--- config.mk ---
export PLATFORM = sky130hd
export DESIGN_NAME = mem_arbiter
export DESIGN_NICKNAME = d
export VERILOG_FILES = /design/src/rtl/mem_arbiter_pkg.sv /design/src/rtl/mem_arbiter_ld_extend.sv /design/src/rtl/mem_arbiter.sv
export SDC_FILE = /design/constraint.sdc
export NUM_CORES = 1
export LEC_CHECK = 0
export ABC_CLOCK_PERIOD_IN_PS = 3000
export BUFFER_PORTS_ARGS = -buffer_cell sky130_fd_sc_hd__buf_2
export CAP_MARGIN = 20
export CORE_MARGIN = 5
export CORE_UTILIZATION = 49
export DETAILED_ROUTE_END_ITERATION = 12
export GPL_TIMING_DRIVEN = 1
export PLACE_DENSITY = 0.85
export SYNTH_ARGS = -nofsm -noshare
export SYNTH_HDL_FRONTEND = slang
export SYNTH_SLANG_ARGS = --single-unit
--- constraint.sdc ---
create_clock -name clk_in -period 3 [get_ports clk_in]
set_input_delay 0.9 -clock clk_in [delete_from_list [all_inputs] [get_ports clk_in]]
set_output_delay 0.9 -clock clk_in [all_outputs]
set_load 0.03 [all_outputs]
--- src/rtl/mem_arbiter_pkg.sv ---
// ============================================================================
// Module      : mem_arbiter_pkg
// Description : Shared encodings for the unified byte-wide RAM port sequencer.
// Revision    : 1.0 - initial release
// ============================================================================
`default_nettype none

package mem_arbiter_pkg;

    typedef enum logic [1:0] {
        ST_IDLE  = 2'd0,
        ST_READ  = 2'd1,
        ST_WRITE = 2'd2,
        ST_DONE  = 2'd3
    } state_e;

    typedef enum logic {
        OWN_IF = 1'b0,
        OWN_LS = 1'b1
    } owner_e;

    localparam logic [1:0] LS_WORD       = 2'b00;
    localparam logic [1:0] LS_HALF       = 2'b01;
    localparam logic [1:0] LS_BYTE       = 2'b10;
    localparam int         LS_SIGNED_BIT = 2;

    // Size code 2'b11 is treated as a word access.
    function automatic logic [2:0] beat_count(input logic [1:0] size);
        case (size)
            LS_HALF: return 3'd2;
            LS_BYTE: return 3'd1;
            default: return 3'd4;
        endcase
    endfunction

    function automatic logic [7:0] st_byte(input logic [31:0] val, input logic [1:0] k);
        return val[{k, 3'b000} +: 8];
    endfunction

endpackage

`default_nettype wire

--- src/rtl/mem_arbiter_ld_extend.sv ---
// ============================================================================
// Module      : ld_extend
// Description : Sign/zero extension of the assembled load word by access size.
// Revision    : 1.0 - initial release
// ============================================================================
`default_nettype none

module ld_extend
    import mem_arbiter_pkg::*;
(
    input  logic [31:0] asm_i,
    input  logic [2:0]  type_i,
    output logic [31:0] val_o
);

    logic w_sign;

    always_comb begin
        w_sign = 1'b0;
        val_o  = asm_i;
        case (type_i[1:0])
            LS_HALF: begin
                w_sign = type_i[LS_SIGNED_BIT] & asm_i[15];
                val_o  = {{16{w_sign}}, asm_i[15:0]};
            end
            LS_BYTE: begin
                w_sign = type_i[LS_SIGNED_BIT] & asm_i[7];
                val_o  = {{24{w_sign}}, asm_i[7:0]};
            end
            default: val_o = asm_i;
        endcase
    end

endmodule

`default_nettype wire

--- src/rtl/mem_arbiter.sv ---
// ============================================================================
// Module      : mem_arbiter
// Description : Single-owner sequencer serialising IF/LSB requests into byte
//               beats on the unified RAM port. Optional macro MEM_IO_STALL_EN
//               holds IO-page write beats while io_buffer_full is set.
// Revision    : 1.0 - initial release
// ============================================================================
`default_nettype none

module mem_arbiter
    import mem_arbiter_pkg::*;
(
    input  logic        clk_in,
    input  logic        rst_in,
    input  logic        rdy_in,
    input  logic        clear_in,
    input  logic        if_req,
    input  logic [31:0] if_addr,
    output logic        if_done,
    output logic [31:0] if_data,
    input  logic        ls_req,
    input  logic [31:0] ls_addr,
    input  logic        ls_r_nw,
    input  logic [2:0]  ls_type,
    input  logic [31:0] ls_st_val,
    output logic        ls_done,
    output logic [31:0] ls_ld_val,
    input  logic [7:0]  mem_din,
    output logic [7:0]  mem_dout,
    output logic [31:0] mem_a,
    output logic        mem_wr,
    input  logic        io_buffer_full
);

    state_e      state_q, state_d;
    owner_e      owner_q, owner_d;
    logic [31:0] addr_q, addr_d;
    logic [2:0]  len_q, len_d;
    logic [2:0]  cnt_q, cnt_d;
    logic        r_nw_q, r_nw_d;
    logic [2:0]  type_q, type_d;
    logic [31:0] st_val_q, st_val_d;
    logic [31:0] asm_q, asm_d;
    logic [31:0] mem_a_q, mem_a_d;
    logic [7:0]  mem_dout_q, mem_dout_d;
    logic        mem_wr_q, mem_wr_d;
    logic        done_q, done_d;

    logic [2:0]  w_cnt_inc;
    logic [1:0]  w_cap_idx;
    logic [31:0] w_next_addr;
    logic        w_hold_grant, w_hold_cur, w_hold_next;
    logic [31:0] w_ld_ext;
    logic        w_if_done;

    assign w_cnt_inc   = cnt_q + 3'd1;
    assign w_cap_idx   = cnt_q[1:0] - 2'd1;
    assign w_next_addr = addr_q + {29'd0, w_cnt_inc};

`ifdef MEM_IO_STALL_EN
    assign w_hold_grant = (ls_addr[17:16] == 2'b11) && io_buffer_full;
    assign w_hold_cur   = (mem_a_q[17:16] == 2'b11) && io_buffer_full;
    assign w_hold_next  = (w_next_addr[17:16] == 2'b11) && io_buffer_full;
`else
    logic w_unused_io;
    assign w_unused_io  = io_buffer_full;
    assign w_hold_grant = 1'b0;
    assign w_hold_cur   = 1'b0;
    assign w_hold_next  = 1'b0;
`endif

    always_ff @(posedge clk_in) begin
        if (rst_in) begin
            state_q    <= ST_IDLE;
            owner_q    <= OWN_IF;
            addr_q     <= '0;
            len_q      <= '0;
            cnt_q      <= '0;
            r_nw_q     <= 1'b0;
            type_q     <= '0;
            st_val_q   <= '0;
            asm_q      <= '0;
            mem_a_q    <= '0;
            mem_dout_q <= '0;
            mem_wr_q   <= 1'b0;
            done_q     <= 1'b0;
        end else begin
            state_q    <= state_d;
            owner_q    <= owner_d;
            addr_q     <= addr_d;
            len_q      <= len_d;
            cnt_q      <= cnt_d;
            r_nw_q     <= r_nw_d;
            type_q     <= type_d;
            st_val_q   <= st_val_d;
            asm_q      <= asm_d;
            mem_a_q    <= mem_a_d;
            mem_dout_q <= mem_dout_d;
            mem_wr_q   <= mem_wr_d;
            done_q     <= done_d;
        end
    end

    always_comb begin
        state_d    = state_q;
        owner_d    = owner_q;
        addr_d     = addr_q;
        len_d      = len_q;
        cnt_d      = cnt_q;
        r_nw_d     = r_nw_q;
        type_d     = type_q;
        st_val_d   = st_val_q;
        asm_d      = asm_q;
        mem_a_d    = mem_a_q;
        mem_dout_d = mem_dout_q;
        mem_wr_d   = 1'b0;
        done_d     = 1'b0;

        if (!rdy_in) begin
            done_d = done_q;
            // A paused read is re-issued from its first byte on resume.
            if (state_q == ST_READ) begin
                cnt_d   = '0;
                mem_a_d = addr_q;
                asm_d   = '0;
            end
        end else begin
            case (state_q)
                ST_IDLE: begin
                    if (ls_req) begin
                        owner_d  = OWN_LS;
                        addr_d   = ls_addr;
                        len_d    = beat_count(ls_type[1:0]);
                        r_nw_d   = ls_r_nw;
                        type_d   = ls_type;
                        st_val_d = ls_st_val;
                        cnt_d    = '0;
                        asm_d    = '0;
                        mem_a_d  = ls_addr;
                        if (ls_r_nw) begin
                            state_d = ST_READ;
                        end else begin
                            state_d    = ST_WRITE;
                            mem_dout_d = ls_st_val[7:0];
                            mem_wr_d   = !w_hold_grant;
                        end
                    end else if (if_req && !clear_in) begin
                        owner_d = OWN_IF;
                        addr_d  = if_addr;
                        len_d   = 3'd4;
                        r_nw_d  = 1'b1;
                        type_d  = {1'b0, LS_WORD};
                        cnt_d   = '0;
                        asm_d   = '0;
                        mem_a_d = if_addr;
                        state_d = ST_READ;
                    end
                end
                ST_READ: begin
                    if (owner_q == OWN_IF && clear_in) begin
                        state_d = ST_IDLE;
                    end else begin
                        if (cnt_q != 3'd0) begin
                            asm_d[{w_cap_idx, 3'b000} +: 8] = mem_din;
                        end
                        if (cnt_q == len_q) begin
                            state_d = ST_DONE;
                            done_d  = 1'b1;
                        end else begin
                            cnt_d = w_cnt_inc;
                            if (w_cnt_inc < len_q) begin
                                mem_a_d = w_next_addr;
                            end
                        end
                    end
                end
                ST_WRITE: begin
                    // mem_wr low here means the current beat is still owed.
                    if (!mem_wr_q) begin
                        mem_dout_d = st_byte(st_val_q, cnt_q[1:0]);
                        mem_wr_d   = !w_hold_cur;
                    end else if (w_cnt_inc == len_q) begin
                        state_d = ST_DONE;
                        done_d  = 1'b1;
                    end else begin
                        cnt_d      = w_cnt_inc;
                        mem_a_d    = w_next_addr;
                        mem_dout_d = st_byte(st_val_q, w_cnt_inc[1:0]);
                        mem_wr_d   = !w_hold_next;
                    end
                end
                ST_DONE: state_d = ST_IDLE;
                default: state_d = ST_IDLE;
            endcase
        end
    end

    ld_extend u_ld_extend (
        .asm_i  (asm_q),
        .type_i (type_q),
        .val_o  (w_ld_ext)
    );

    assign w_if_done = done_q && (owner_q == OWN_IF) && !clear_in;
    assign if_done   = w_if_done;
    assign if_data   = w_if_done ? asm_q : 32'd0;
    assign ls_done   = done_q && (owner_q == OWN_LS);
    assign ls_ld_val = (ls_done && r_nw_q) ? w_ld_ext : 32'd0;
    assign mem_a     = mem_a_q;
    assign mem_dout  = mem_dout_q;
    assign mem_wr    = mem_wr_q;

endmodule

`default_nettype wire

==> metrics.md, run 1 <==
| Metric | Value |
|---|---|
| Status | `finished clean` |
| Relative slew slack | `0.495` |
| Proportion of synthesized chip area in sequential cells | `0.349` |
| Post-synthesis async set-or-reset flop share | `0` |
| Required time at the endpoint of the critical path | `2.10 ns` |
| IR drop worst, VDD | `411 µV` |
| Final Wtd Congestion | `0.876` |
| Total routing usage reported by global routing | `0.248` |
| Final setup skew | `0.00883 ns` |
| Top fanout value on the critical path | `7` |
| Maximum frequency from static timing analysis | `0.349 GHz` |
| Cell types occupying the most area after synthesis | `sky130_fd_sc_hd__dfxtp_1 35%, sky130_fd_sc_hd__mux2i_1 8.1%, sky130_fd_sc_hd__nand2_1 7.3%, sky130_fd_sc_hd__a21oi_1 7.0%, sky130_fd_sc_hd__nor2_1 3.6%` |
| Hold buffer count at cts | `0` |
| Count of pins over their slew limit | `0` |
| Avg Inst Size Synth | `8.12 µm²` |
| Wire length reported by the detailed router | `26,300 µm` |
| Boundary pin count | `222` |
| Vias | `8,840` |
| Summed instance area of the synthesized netlist | `8660 µm²` |
| Final routed wire length divided by cell count | `17.5 µm` |
| Netlist cell types | `81` |
| Cell-by-cell trace of the critical path | `inv_1, ha_1, nand4b_1, buf_4, a21oi_1, buf_2` |
| Initial antenna violation count | `0` |
| Die Span X | `143 µm` |
| Count of mapped cells out of synthesis | `1,066` |
| Port Buffer Count | `220` |
| Remaining routing DRC violations | `0` |
| Placeable Area | `17,300 µm²` |
| Remaining number of nets flagged by the antenna check after routing | `0` |
| Synth warn | `0` |
| Max Cap Violations | `0` |
| Layout fillers | `1,457` |
| Final Hold Violating Endpoints | `0` |
| Setup repair after global routing missed its margin | `no` |
| Sinks on the clock net | `151` |
| Leading area contributor after synthesis | `sky130_fd_sc_hd__dfxtp_1` |
| Area enclosed by the die boundary | `20,400 µm²` |
| Final HPWL from detailed placement | `18,500 µm` |
| Fin nets | `1,395` |
| Net switching component of the power | `2.42 mW` |
| Classification of the worst-slack hold path | `reg -> reg` |
| Crit-path slowest cell | `sky130_fd_sc_hd__dfxtp_1` |
| Critical Path End Type | `primary output` |
| Register-to-Register Setup Slack | `0.15 ns` |
| Core utilization of the finished layout | `0.618` |
| First-pass iteration count of the detailed router | `5` |
| Cell family with the largest share of critical-path delay | `buffers and inverters` |
| Post-synth top area share | `0.349` |
| Starting density of the core | `0.501` |
| Vias in the first global route | `8,351` |
| Leakage power | `4.40 nW` |
| Root buffer cell | `sky130_fd_sc_hd__clkbuf_16` |
| Portion of total power attributed to the clock network | `0.332` |
| Power density over the cells | `605 nW/µm²` |
| Comb pwr share | `0.296` |
| Clock slew at the register clock pins of the worst setup and hold paths | `0.07 ns` |
| First-pass GRT wire length | `41,400 µm` |
| Register bit count reported by yosys | `151` |
| Critical setup path kind | `reg -> out` |
| Ratio of final minimum period to clock period | `0.954` |
| Number of nets produced by synthesis | `1,201` |
| Internal portion of total power | `4.05 mW` |
| Post-synthesis to final-layout area growth | `23.6%` |
| Die height | `143 µm` |
| Num rows | `48` |
| Switching power share of the total | `0.374` |
| Least-Margin Pin Slew | `0.753 ns` |
| Pin count of the biggest net entering global routing | `106` |
| Sequential power share | `0.372` |
| Number of non-filler instances in the completed layout | `1,500` |
| Final setup violation count | `0` |
| Count of flip-flops with a built-in enable after synthesis | `0` |
| Flip-flop cell with the highest count after synthesis | `sky130_fd_sc_hd__dfxtp_1` |
| Kind of start point of the critical path | `flop` |
| CP bufs+invs | `3` |
| Clock latency on the worst-skew pair | `0.43 ns` |
| Total number of H-tree levels | `4` |
| Fraction of layout cells with a size suffix above 1 | `0.263` |
| Final critical path time including I/O delays and setup | `2.86 ns` |
| Number of vias per cell | `5.89` |
| Number of cells in the design after placement | `1,464` |
| CTS tree | `yes` |
| Number of design-rule violations left by the first detailed-router iteration | `891` |
| Data arrival time of the critical path | `1.96 ns` |
| Total CTS buffers | `17` |
| Longest individual stage delay on the worst path | `0.36 ns` |
| Number of buffers between clock root and the deepest sink | `2` |
| Residual overflow from global routing | `0` |
| Final-layout setup total negative slack | `0 ns` |
## through the flow
stage	hold WS (ns)	total power [mW]	cell area (µm²)	worst slack (ns)
4_1_cts	0.457	6.47	10600	0.0587
5_1_grt	0.475	6.77	10700	0.0142
3_5_place_dp	0.447	4.33	10000	0.105
2_1_floorplan	0.433	3.73	8660	0.0243
3_3_place_gp	0.440	4.27	10000	0.208
6_report	0.452	6.48	10700	0.138
## what timing repair did
item	in CTS	in global routing
buffers inserted	0	2
endpoints found under the setup margin	4	23
resized for setup	1	11
## cell usage after synthesis (6+ instances only)
library cell and instances:
sky130_fd_sc_hd__o2111ai_1 6, sky130_fd_sc_hd__a311oi_1 19, sky130_fd_sc_hd__nor3b_1 10, sky130_fd_sc_hd__a21oi_1 121, sky130_fd_sc_hd__nor2_1 83, sky130_fd_sc_hd__a22oi_1 7
sky130_fd_sc_hd__and2_1 46, sky130_fd_sc_hd__a211oi_1 36, sky130_fd_sc_hd__ha_1 19, sky130_fd_sc_hd__o32ai_1 6, sky130_fd_sc_hd__dfxtp_1 151, sky130_fd_sc_hd__nand2b_1 7
sky130_fd_sc_hd__buf_2 23, sky130_fd_sc_hd__and3_1 8, sky130_fd_sc_hd__nand4_1 15, sky130_fd_sc_hd__mux2i_1 70, sky130_fd_sc_hd__nor3_1 8, sky130_fd_sc_hd__o2bb2ai_1 10
sky130_fd_sc_hd__clkbuf_1 47, sky130_fd_sc_hd__buf_1 8, sky130_fd_sc_hd__nand2_1 168, sky130_fd_sc_hd__and4_1 7, sky130_fd_sc_hd__o21ai_0 32, sky130_fd_sc_hd__inv_1 40
sky130_fd_sc_hd__mux4_2 8, sky130_fd_sc_hd__nand3_1 17
## sequential cells by signal (all words and copies together) (netlist names)
signal	cells
r_nw_q	1
type_q	3
mem_dout	8
len_q	3
addr_q	32
st_val_q	32
owner_q	1
cnt_q	3
asm_q	32
mem_a	32
done_q	1
mem_wr	1
state_q	2
## worst min-delay path, delay by kind of cell, from the launching register on
family	cells	cell delay (ns)
and+or+nand+nor	1	0.05
AOI/OAI and AO/OA	1	0.05
DFF	1	0.31
## worst paths after layout
check / from / to / cells past startpoint
setup / recovery: type_q[0]$_SDFFE_PP0P_ / ls_ld_val[8] / 6
setup reg to reg: cnt_q[0]$_SDFFE_PP0P_ / mem_a[16]$_SDFFE_PP0P_ / 10
hold reg to reg: st_val_q[13]$_SDFFE_PP0P_ / st_val_q[13]$_SDFFE_PP0P_ / 2
hold / removal: st_val_q[13]$_SDFFE_PP0P_ / st_val_q[13]$_SDFFE_PP0P_ / 2
## metal layers
metal	track usage	routed length [µm]	up-vias
li1	-	-	4228
met5	0	0	-
met1	0.321	10900	4155
met2	0.405	12500	393
met3	0.0519	2150	64
met4	0.103	720	0
## placed cells by master (no fill, tap or decap), types with 6 or more instances in the layout
cell type,count
sky130_fd_sc_hd__ha_1,18
sky130_fd_sc_hd__a211oi_1,36
sky130_fd_sc_hd__o2111ai_1,6
sky130_fd_sc_hd__nand2b_1,7
sky130_fd_sc_hd__and2_1,46
sky130_fd_sc_hd__nand4_1,15
sky130_fd_sc_hd__clkbuf_16,17
sky130_fd_sc_hd__buf_4,32
sky130_fd_sc_hd__mux2i_1,70
sky130_fd_sc_hd__dfxtp_1,150
sky130_fd_sc_hd__o2bb2ai_1,10
sky130_fd_sc_hd__a21oi_1,118
sky130_fd_sc_hd__nor3b_1,9
sky130_fd_sc_hd__buf_12,6
sky130_fd_sc_hd__inv_1,40
sky130_fd_sc_hd__a22oi_1,7
sky130_fd_sc_hd__mux4_2,8
sky130_fd_sc_hd__nor2_1,82
sky130_fd_sc_hd__a311oi_1,19
sky130_fd_sc_hd__and3_1,7
sky130_fd_sc_hd__inv_8,7
sky130_fd_sc_hd__and4_1,7
sky130_fd_sc_hd__nor3_1,8
sky130_fd_sc_hd__o32ai_1,6
sky130_fd_sc_hd__nand2_1,168
sky130_fd_sc_hd__nand3_1,17
sky130_fd_sc_hd__o21ai_0,32
sky130_fd_sc_hd__buf_2,218
## power by group through the flow
stage / sequential (mW) / clock, mW / combinational, mW
after detailed placement: 2.45 / 0 / 1.88
final: 2.41 / 2.15 / 1.92
after CTS: 2.40 / 2.18 / 1.89
after floorplan: 2.60 / 0 / 1.13
after global placement: 2.43 / 0 / 1.84
after global routing: 2.43 / 2.26 / 2.08
## logic make-up (layout without fill, tap and decap cells)
group                    count (synthesis)  in the layout  synth area share
AO/OA/AOI/OAI                          289            289             0.230
XOR/XNOR                                 5              5           0.00593
adder cells (fa/ha/maj)                 20             20            0.0298
buffers and inverters                  123            330            0.0588
flip-flops                             151            151             0.349
multiplexers                            80             80             0.105
other                                    0              2                 0
AND/OR/NAND/NOR                        398            398             0.222
## area by class of cell
cell class / instances / area [µm²] / share of cell area
Antenna cell: 2 / 5.00 / 0.000468
Clock buffer: 17 / 425 / 0.0398
Clock inverter: 15 / 170 / 0.0159
Inverter: 40 / 150 / 0.0140
Multi-Input combinational cell: 792 / 5170 / 0.483
Sequential cell: 151 / 3020 / 0.283
Tap cell: 225 / 282 / 0.0263
Timing Repair Buffer: 258 / 1470 / 0.138
No activity file was read; power rests on OpenSTA's default activity.
==> run 2: changes to the inputs <==
--- a/config.mk
+++ b/config.mk
@@ -12,7 +12,7 @@
 export CORE_UTILIZATION = 49
 export DETAILED_ROUTE_END_ITERATION = 12
 export GPL_TIMING_DRIVEN = 1
-export PLACE_DENSITY = 0.85
+export PLACE_DENSITY = 0.86
 export SYNTH_ARGS = -nofsm -noshare
 export SYNTH_HDL_FRONTEND = slang
 export SYNTH_SLANG_ARGS = --single-unit
==> metrics.md, run 2 (synthesized netlist as in run 1, its figures left out) <==
| Metric | Value |
|---|---|
| Area post-placement | `10,100 µm² (+0.17%)` |
| Kind of start point of the critical path | `flop` |
| Leakage power | `4.41 nW (+0.26%)` |
| Final Hold Violating Endpoints | `0 (unchanged)` |
| Root buffer cell | `sky130_fd_sc_hd__clkbuf_16` |
| Classification of the worst-slack hold path | `reg -> reg` |
| Top library cells by usage in the layout, fill and taps aside | `218 x sky130_fd_sc_hd__buf_2, 168 x sky130_fd_sc_hd__nand2_1, 150 x sky130_fd_sc_hd__dfxtp_1` |
| Residual overflow from global routing | `0 (unchanged)` |
| Die height | `143 µm (unchanged)` |
| Port Buffer Count | `220 (unchanged)` |
| First-pass iteration count of the detailed router | `7 (+2)` |
| Status | `finished clean` |
| Clock slew at the register clock pins of the worst setup and hold paths | `0.07 ns (about the same)` |
| Required time at the endpoint of the critical path | `2.10 ns (about the same)` |
| Number of design-rule violations left by the first detailed-router iteration | `931 (+4.5%)` |
| Antenna fix cells | `0 (-2)` |
| IR drop worst, VDD | `469 µV (+14%)` |
| Data arrival time of the critical path | `1.96 ns (about the same)` |
| Total number of H-tree levels | `4 (unchanged)` |
| Placeable Area | `17,300 µm² (unchanged)` |
| Setup repair after global routing missed its margin | `no` |
| Final setup skew | `0.0115 ns (+0.00265 ns)` |
| Num rows | `48 (unchanged)` |
| Smallest hold slack | `0.455 ns (+0.00228 ns)` |
| Sinks on the clock net | `151 (unchanged)` |
| Final-layout setup total negative slack | `0 ns (unchanged)` |
| Final Wtd Congestion | `0.911 (+4.0%)` |
| Fraction of layout cells with a size suffix above 1 | `0.264 (+0.000949)` |
| Source of the critical timing path | `type_q[0]$_SDFFE_PP0P_` |
| Fin nets | `1,398 (+0.22%)` |
| Critical setup path kind | `reg -> out` |
| Number of non-filler instances in the completed layout | `1,501 (+0.067%)` |
| Critical Path End Type | `primary output` |
| Final HPWL from detailed placement | `18,800 µm (+1.2%)` |
| Least-Margin Pin Slew | `0.777 ns (+0.0240 ns)` |
| Startpoint of the worst hold path | `st_val_q[12]$_SDFFE_PP0P_` |
| Power density over the cells | `606 nW/µm² (+0.11%)` |
| Vias | `8,857 (+0.19%)` |
| Max Cap Violations | `0 (unchanged)` |
| Top fanout value on the critical path | `17 (+10)` |
| Remaining routing DRC violations | `0 (unchanged)` |
| Final critical path time including I/O delays and setup | `2.86 ns (+0.000337 ns)` |
| Number of cells in the design after placement | `1,468 (+0.27%)` |
| Relative slew slack | `0.479 (-0.0161)` |
| Number of buffers between clock root and the deepest sink | `2 (unchanged)` |
| Final setup violation count | `0 (unchanged)` |
| Total routing usage reported by global routing | `0.251 (+0.00249)` |
| Post-route setup slack | `0.137 ns (-0.000337 ns)` |
| Starting density of the core | `0.501 (unchanged)` |
| Ratio of final minimum period to clock period | `0.954 (about the same)` |
| Clock latency on the worst-skew pair | `0.43 ns (about the same)` |
| Vias in the first global route | `8,487 (+1.6%)` |
| Area enclosed by the die boundary | `20,400 µm² (unchanged)` |
| Die Span X | `143 µm (unchanged)` |
| Launch instance of the worst register-to-register path | `cnt_q[0]$_SDFFE_PP0P_` |
| Maximum frequency from static timing analysis | `0.349 GHz (about the same)` |
| Boundary pin count | `222 (unchanged)` |
| Post-place setup slack | `0.141 ns (+0.0353 ns)` |
| Cell depth of the worst min-delay path | `2 (unchanged)` |
| Remaining number of nets flagged by the antenna check after routing | `0 (unchanged)` |
| Final cell area excluding filler cells | `10,700 µm² (about the same)` |
| Count of pins over their slew limit | `0 (unchanged)` |
| Pin count of the biggest net entering global routing | `106 (unchanged)` |
| Initial antenna violation count | `0 (unchanged)` |
| CTS tree | `yes` |
| Total CTS buffers | `17 (unchanged)` |
| Wire length reported by the detailed router | `26,400 µm (+0.43%)` |
| Number of cell instances on the worst register-to-register path | `10 (unchanged)` |
| Layout fillers | `1,483 (+1.8%)` |
| First-pass GRT wire length | `42,000 µm (+1.4%)` |
| Post-synthesis to final-layout area growth | `23.5% (about the same)` |
| Number of vias per cell | `5.90 (+0.13%)` |
| Final routed wire length divided by cell count | `17.6 µm (+0.36%)` |
| Most common library cell in the layout ignoring fill and taps | `sky130_fd_sc_hd__buf_2` |
==> run 2: routing by layer <==
layer  track usage  wire length (µm)  part of all wire
met5             0                 0                 0
met4        0.0990               747             0.028
met3        0.0532              2190             0.083
met2         0.415             12600              0.48
met1         0.321             10800              0.41
==> run 2: repair_timing <==
action / in CTS / in global routing
buffers inserted: 0 / 1
setup endpoints to repair: 1 / 20
cloned: 0 / 0
hold buffers: 0 / 0
resized for setup: 1 / 9
==> run 2: through the flow <==
step / utilization / total power [mW]
after floorplan: - / 3.73
after global placement: 0.582 / 4.27
after detailed placement: 0.582 / 4.32
after CTS: 0.616 / 6.46
after global routing: 0.618 / 6.79
final: 0.618 / 6.48
==> run 2: worst max-delay path, cell delays in order (launching register included) <==
cell and delay, ns:
sky130_fd_sc_hd__dfxtp_1 0.35, sky130_fd_sc_hd__inv_1 0.08, sky130_fd_sc_hd__ha_4 0.29, sky130_fd_sc_hd__buf_8 0.16, sky130_fd_sc_hd__or2_4 0.18, sky130_fd_sc_hd__nand2_1 0.07, sky130_fd_sc_hd__a21oi_1 0.21, sky130_fd_sc_hd__buf_4 0.20
==> run 2: cell type report <==
type / count / area [µm²] / area share
clock inverter: 14 / 155 / 0.0145
inverter: 40 / 150 / 0.0140
tap: 225 / 282 / 0.0263
timing repair buffer: 261 / 1480 / 0.139
clock buffer: 18 / 439 / 0.0411
sequential: 151 / 3020 / 0.283
multi-input combinational: 792 / 5160 / 0.483
==> run 2: path summary, 6_finish.rpt <==
check / endpoint / slack (ns)
worst max-delay path: ls_ld_val[13] / 0.14
worst min-delay path: st_val_q[12]$_SDFFE_PP0P_ / 0.45
worst max register to register: mem_a[11]$_SDFFE_PP0P_ / 0.18
worst min register to register: st_val_q[12]$_SDFFE_PP0P_ / 0.45
==> run 2: power breakdown <==
part           internal, mW  switching (mW)
Sequential             2.22           0.191
Combinational         0.702            1.21
Clock                  1.20           0.950
Total                  4.13            2.36
